## config.mk

```make
export PLATFORM = sky130hd
export DESIGN_NAME = add_seq
export DESIGN_NICKNAME = d
export VERILOG_FILES = /design/src/rtl/add_seq.sv
export SDC_FILE = /design/constraint.sdc
export NUM_CORES = 1
export LEC_CHECK = 0
export CAP_MARGIN = 40
export CORE_UTILIZATION = 50
export CTS_CLUSTER_DIAMETER = 40
export DETAILED_ROUTE_END_ITERATION = 8
export PLACE_DENSITY = 0.81
export SKIP_LAST_GASP = 1
export SLEW_MARGIN = 0
export SYNTH_ARGS = -nofsm -noshare
export SYNTH_HDL_FRONTEND = slang
export SYNTH_SLANG_ARGS = --single-unit
```

## constraint.sdc

```tcl
create_clock -name clk -period 3.26 [get_ports clk]
set_clock_uncertainty 0.15 [all_clocks]
set_input_delay 0.652 -clock clk [delete_from_list [all_inputs] [get_ports clk]]
set_output_delay 0.652 -clock clk [all_outputs]
set_load 0.01 [all_outputs]
```

## src/rtl/add_seq.sv

```systemverilog
`default_nettype none
// ============================================================================
// Module   : add_seq
// Brief    : Multi-cycle adder/subtractor, CHUNK bits per clock, valid/ready.
// Revision : 1.0 - initial release
// ============================================================================
module add_seq #(
  parameter int WIDTH = 8,
  parameter int CHUNK = 2
) (
  input  logic             clk,
  input  logic             rst_n,
  input  logic             clr,
  input  logic             in_valid,
  output logic             in_ready,
  input  logic [WIDTH-1:0] a,
  input  logic [WIDTH-1:0] b,
  input  logic             sub,
  input  logic             cin,
  output logic             out_valid,
  input  logic             out_ready,
  output logic [WIDTH-1:0] sum,
  output logic             cout,
  output logic             overflow,
  output logic             zero
);

  localparam int NCH   = WIDTH / CHUNK;
  localparam int CNT_W = (NCH > 1) ? $clog2(NCH) : 1;

  generate
    if (WIDTH % CHUNK != 0) begin : g_bad_chunk
      $error("add_seq: WIDTH must be a multiple of CHUNK");
    end
  endgenerate

  typedef enum logic [1:0] {
    IDLE = 2'd0,
    RUN  = 2'd1,
    DONE = 2'd2
  } state_t;

  state_t r_state;
  state_t w_state_next;

  // Operands and result viewed as NCH chunks so the counter indexes them directly
  logic [NCH-1:0][CHUNK-1:0] r_a;
  logic [NCH-1:0][CHUNK-1:0] r_b;
  logic [NCH-1:0][CHUNK-1:0] r_sum;
  logic [NCH-1:0][CHUNK-1:0] w_sum_next;
  logic [CNT_W-1:0]          r_cnt;
  logic                      r_carry;
  logic                      r_a_msb;
  logic                      r_b_msb;
  logic                      r_cout;
  logic                      r_ovf;
  logic                      r_zero;
  logic [CHUNK-1:0]          w_s;
  logic                      w_c;
  logic                      w_last;
  logic [WIDTH-1:0]          w_b_eff;

  assign in_ready  = (r_state == IDLE);
  assign out_valid = (r_state == DONE);
  assign w_last    = (r_cnt == CNT_W'(NCH - 1));
  assign w_b_eff   = sub ? ~b : b;

  assign {w_c, w_s} = {1'b0, r_a[r_cnt]} + {1'b0, r_b[r_cnt]} + {{CHUNK{1'b0}}, r_carry};

  always_comb begin
    w_sum_next        = r_sum;
    w_sum_next[r_cnt] = w_s;
  end

  always_ff @(posedge clk or negedge rst_n) begin
    if (!rst_n) begin
      r_state <= IDLE;
    end else begin
      r_state <= w_state_next;
    end
  end

  always_comb begin
    w_state_next = r_state;
    if (clr) begin
      w_state_next = IDLE;
    end else begin
      case (r_state)
        IDLE:    if (in_valid)  w_state_next = RUN;
        RUN:     if (w_last)    w_state_next = DONE;
        DONE:    if (out_ready) w_state_next = IDLE;
        default: w_state_next = IDLE;
      endcase
    end
  end

  always_ff @(posedge clk or negedge rst_n) begin
    if (!rst_n) begin
      r_a     <= '0;
      r_b     <= '0;
      r_sum   <= '0;
      r_cnt   <= '0;
      r_carry <= 1'b0;
      r_a_msb <= 1'b0;
      r_b_msb <= 1'b0;
      r_cout  <= 1'b0;
      r_ovf   <= 1'b0;
      r_zero  <= 1'b0;
    end else if (clr) begin
      r_cnt   <= '0;
      r_carry <= 1'b0;
    end else begin
      case (r_state)
        IDLE: begin
          if (in_valid) begin
            r_a     <= a;
            r_b     <= w_b_eff;
            r_carry <= cin ^ sub;
            r_a_msb <= a[WIDTH-1];
            r_b_msb <= w_b_eff[WIDTH-1];
            r_cnt   <= '0;
          end
        end
        RUN: begin
          r_sum   <= w_sum_next;
          r_carry <= w_c;
          if (w_last) begin
            r_cnt  <= '0;
            r_cout <= w_c;
            r_ovf  <= (r_a_msb == r_b_msb) & (w_s[CHUNK-1] != r_a_msb);
            r_zero <= (w_sum_next == '0);
          end else begin
            r_cnt <= r_cnt + CNT_W'(1);
          end
        end
        default: ;
      endcase
    end
  end

  assign sum      = r_sum;
  assign cout     = r_cout;
  assign overflow = r_ovf;
  assign zero     = r_zero;

endmodule
`default_nettype wire
```

Word-level counts from Yosys, hierarchy flattened --
Cells that the tools add are included.
Word-level totals: flip-flop bits (word level) 34, bits in latches 0, memory bits (writable) 0, memory bits (read-only) 0, bits of input ports 23, output and inout port bits 13, logic and storage cells 66, memories kept 0
Cells by class: add/sub/neg operators 3, $mul 0, divide/modulo/power cells 0, order comparisons 2, eq/ne operators 8, shifts and indexed selects 0, multiplexer cells 20, bitwise operators 4, reductions and logical operators 9
Operator list (count):
- 2-bit 2-to-1 mux | 10
- 3-bit AND reduction | 3
- 2-bit binary-select mux with 2-bit select | 2
- 8-bit bitwise mux | 1
- 8-bit logical NOT | 1
- 8-bit 2-to-1 mux | 1
- 8-bit inverter | 1
- 3-bit != test, second input constant | 2
- 2-bit one-hot mux with 3 select lines | 1
- 2-bit demux with 2-bit select | 1
- 2-bit equality test, second input constant | 2
- 2-bit one-hot mux with 2 select lines | 1
- 2-bit AND reduction | 2
- 2-bit by 2-bit adder with 3-bit output | 1
- 3-bit by 1-bit adder with 3-bit output | 1
- 2-bit by 3-bit < comparator with 1-bit output, second input constant | 1
- 3-bit by 2-bit != test with 1-bit output, second input constant | 1
- 3-bit nonzero test | 1
- 2-bit by 1-bit adder with 2-bit output, second input constant | 1
- 2-bit by 1-bit equality test with 1-bit output, second input constant | 1
- 2-bit by 1-bit greater-or-equal comparator with 1-bit output, second input constant | 1
- 2-bit logical NOT | 1
- 1-bit 2-to-1 mux | 2
- 1-bit one-hot mux with 2 select lines | 1
- other kinds (6) | 6

Longest topological paths before layout --
depth after elaboration 6, depth in mapped cells 8, gate-level depth less buffers 7

Worst setup path before layout --
No wires, ideal clock.
kind register -> register, start point register r_cnt[0], end point register r_zero, in the netlist zero, library setup time 0.126 ns, arrival 2.574 ns, required time 2.984 ns, slack 0.410 ns, cell stages (with the launch flop) 9, path buffers 1, clock period less this slack 2.850 ns, cell sequence dfrtp_1 -> clkbuf_1 -> mux4_2 -> fa_1 -> inv_1 -> fa_1 -> nor2b_1 -> o221ai_1 -> o31ai_1
On the way: word-level cells in the longest chain between the ends 6, elaborated cells on any way between the ends 15, classes of those cells add/sub (2); order compare (2); eq/ne (1); mux (7); reduce/logical (3)
Ends and longest elaborated chain:
- start: declaration | line 51 | logic [CNT_W-1:0] r_cnt;
- start signal: assignment | line 133 | r_cnt <= r_cnt + CNT_W'(1);
- 2-bit binary-select mux with 2-bit select, or another cell as far along | line 68 | assign {w_c, w_s} = {1'b0, r_a[r_cnt]} + {1'b0, r_b[r_cnt]} + {{CHUNK{1'b0}}, r_carry};
- 2-bit 2-to-1 mux (implied by the code) / 1-bit logical AND (equally long branches) | line 68, 72
- 2-bit by 2-bit adder with 3-bit output / 2-bit 2-to-1 mux (equally long branches) | line 68, 72
- 3-bit by 1-bit adder with 3-bit output / 2-bit demux with 2-bit select (equally long branches) | line 68, 72
- 8-bit bitwise mux | line 72 | w_sum_next[r_cnt] = w_s;
- 8-bit logical NOT | line 131 | r_zero <= (w_sum_next == '0);
- end signal: assignment | line 131
- end: declaration | line 57 | logic r_zero;
Several ways; a longest one is shown, not always the timed one. The select of a mux whose other input is x is not followed. A chain may end at the register's enable or synchronous reset.

Worst setup path in the final report --
Ends and elaborated chain as after synthesis.

==> impl_metrics.tcl <==
set metrics [dict create \
    outcome "completed" \
    critical_path_buf_inv_count 1 \
    cp_data_required_time_ps 3320 \
    path_max_fanout 9 \
    tns_ps 0 \
    holdCritPathClass "flop to flop" \
    r2r_setup_slack_ps 360 \
    sequential_to_total_area_share_from_yosys_stat 0.485 \
    critical_path_arrival_ps 2960 \
    dp.final_hpwl_mm 2.32 \
    gp_congestion 0.837 \
    via_count 1149 \
    floorplan.rows 20 \
    worstMarginPinSlew_ps 765 \
    cp_common_cell "fa_1" \
    detailedRoute.firstPassIterationCount 4 \
    cts_hold_buffers 0 \
    crit_path_start "r_cnt[0]$_DFFE_PN0P_" \
    setup_viol 0 \
    syn_area_per_cell_um2 11.9 \
    detail_route.wirelength_mm 3.04 \
    timing_worst_setup_path_type "flop to flop" \
    cpPeakStageDelay_ps 590 \
    overall_overflow_remaining_after_global_route 0 \
    critical_path.reg2reg.endpoint "zero$_DFFE_PN0P_" \
    nFillCells 241 \
    number_of_gates_on_the_worst_path_with_buffers_counted 7 \
    grt_first_pass_wirelength_mm 5.13 \
    stdcell_area_mm2 0.00208 \
    clock_latency_ps 330 \
    avgRoutedWirePerCell_um 13.8 \
    worstHoldStart "overflow$_DFFE_PN0P_" \
    cts-buffers-inserted 5 \
    netlist_instances 139 \
    drive_above_1_share 0.169 \
    area.sequential_um2 801 \
    buffers_added_on_ports 35 \
    synth_fp_nets 168 \
    pin_count 36 \
    post-cts-setup-buffer-count 0 \
    start_util 0.532 \
    critPathSlowestCell "dfrtp_1" \
    total_power_w 0.00118 \
    vias_per_cell 5.20 \
    critical_path.top_delay_family "adder cells" \
    vdd.ir_drop.worst_uv 268 \
    timing.final.crit_share 0.890 \
    syn-cell-area_mm2 0.00165 \
    diodes_inserted 0 \
    clock_pin_slew_on_the_worst_setup_and_hold_paths_ps 100 \
    timing.max_cap.violations 0 \
    die_width_um 59.5 \
    whs_ps 335 \
    chipHeight_um 59.5 \
    crit_chain "mux4_2, fa_1, inv_1, fa_1, nor2b_1, o221ai_1, o31ai_1" \
    area_growth_syn_to_layout_pct 25.8 \
    max_freq_mhz 345 \
    die-area_mm2 0.00354 \
    synthesis_warning_total 0 \
    track_usage 0.207 \
    critPathLaunchType "flop" \
    first_global_vias 1124 \
    antenna_found_initial 0 \
    r2r.worst_path.cells 7 \
    timing.rr.start "r_cnt[0]$_DFFE_PN0P_" \
    postCtsResizedCells 0 \
    grt_start_max_net_pins 33 \
    postSynthRegisterBits 32 \
    largest_buffer_count_on_any_clock_path 2 \
    hold_violations 0 \
    cts_root_buffer "clkbuf_4" \
    final_period_minus_worst_setup_slack_ps 2900 \
    pwr_per_cell_area_mw_per_mm2 570 \
    ctsHtreeMaxLevel 2 \
    clock_sinks 32 \
    fin_util 0.669 \
    setup.worst_path.end "zero$_DFFE_PN0P_" \
    core_region_area_mm2 0.00310 \
    clock_tree_from_tritoncts "built" \
    drt_first_iter_violations 46 \
    synth_cell_types 30 \
    finalNetCount 205 \
    rsz_0062_raised_after_global_routing "no" \
    placement.cell_area_mm2 0.00202 \
    drc_errors 0 \
    endpoint_kind "flop" \
    p_leak_nw 0.861 \
    timing.max_slew.rel_slack 0.488 \
    antenna_violating_nets_post_route 0 \
    final_max_slew_viol_count 0 \
    area_of_the_multi_input_gates_um2 761 \
]
==> cells in the mapped netlist <==
cell	count	area (um^2)
mux2_4	3	45.0
o21bai_1	2	15.0
nor4b_4	1	23.8
o21ai_0	3	15.0
fa_1	2	40.0
a31oi_1	3	18.8
clkbuf_1	1	3.75
o221ai_1	1	8.76
inv_1	7	26.3
a21oi_1	11	55.1
o22ai_1	1	6.26
a21o_1	1	7.51
nor2_1	18	67.6
dfrtp_1	32	801
nor3b_4	1	18.8
o31ai_1	2	15.0
mux4_2	4	90.1
buf_2	3	15.0
xnor2_1	9	78.8
nand4bb_1	1	11.3
mux2_2	10	113
nor3_1	1	5.00
ha_1	4	50.1
o41ai_1	1	8.76
buf_6	4	45.0
and3_1	1	6.26
nand3b_1	1	7.51
nor2b_1	2	12.5
a22oi_1	2	15.0
nand2_1	7	26.3
==> where the power goes <==
group          switching (W)  leakage, nW  internal (W)
clock               0.000135       0.0380      0.000103
combinational       0.000172        0.431      0.000229
sequential         0.0000650        0.393      0.000479
==> cells by family (layout without fill, tap and decap cells) <==
| logic type | count (synthesis) | after routing | synth area share |
|---|---|---|---|
| buf+inv | 15 | 53 | 0.0545 |
| compound gates | 27 | 27 | 0.100 |
| mux | 17 | 17 | 0.150 |
| xor+xnor | 9 | 9 | 0.0477 |
| flops | 32 | 32 | 0.485 |
| fa+ha+maj | 6 | 6 | 0.0545 |
| simple gates | 33 | 33 | 0.108 |
==> per-layer routing <==
layer | track usage | share of wire | routed length (um) | vias up
li1 | - | - | - | 558
met1 | 0.229 | 0.43 | 1300 | 553
met2 | 0.356 | 0.53 | 1600 | 36
met3 | 0.0742 | 0.040 | 123 | 2
met4 | 0.0884 | 0.0069 | 21 | 0
met5 | 0 | 0 | 0 | -
==> sequential cells by signal, summed over array words and instances, names as in the netlist <==
register  count
r_state       2
r_cnt         2
r_carry       1
sum           8
overflow      1
zero          1
r_a           8
cout          1
r_b           8
==> worst min path at each step <==
stage	endpoint	slack (ps)	cells after the start
after global routing	overflow$_DFFE_PN0P_	350	2
after floorplan	cout$_DFFE_PN0P_	210	0
final	overflow$_DFFE_PN0P_	330	2
after CTS	overflow$_DFFE_PN0P_	340	2
after detailed placement	overflow$_DFFE_PN0P_	320	2
after global placement	overflow$_DFFE_PN0P_	310	2
==> tightest hold or removal path, delay by kind of cell (launching register included) <==
family | cells | cell delay (ps)
and+or+nand+nor | 1 | 40
DFF | 1 | 350
AOI/OAI and AO/OA | 1 | 60
==> through the flow <==
stage	instances	worst slack, ps
after floorplan	139	410
after global placement	213	443
after detailed placement	213	360
after CTS	221	351
after global routing	221	200
final	221	360
==> layout by cell type, fill, tap and decap left out, drive strengths merged <==
master and count:
nand3b 1, o41ai 1, and3 1, clkinv 2
nor2b 2, mux4 4, nor2 18, clkbuf 6
nor3b 1, dfrtp 32, inv 7, nor4b 1
o21ai 3, nor3 1, a21oi 11, a22oi 2
buf 3, fa 2, a21o 1, o21bai 2
ha 4, o22ai 1, mux2 13, a31oi 3
nand2 7, o221ai 1, nand4bb 1, o31ai 2
xnor2 9, clkdlybuf4s50 35
==> layout make-up <==
class                   count  share of cell area
clock buffers               6              0.0247
inverters                   7              0.0127
well taps                  44              0.0265
clock inverters             2             0.00482
multi-input cells          92               0.366
flip-flops and latches     32               0.386
repair buffers             38               0.180
Power figures use the tool's default switching activity.
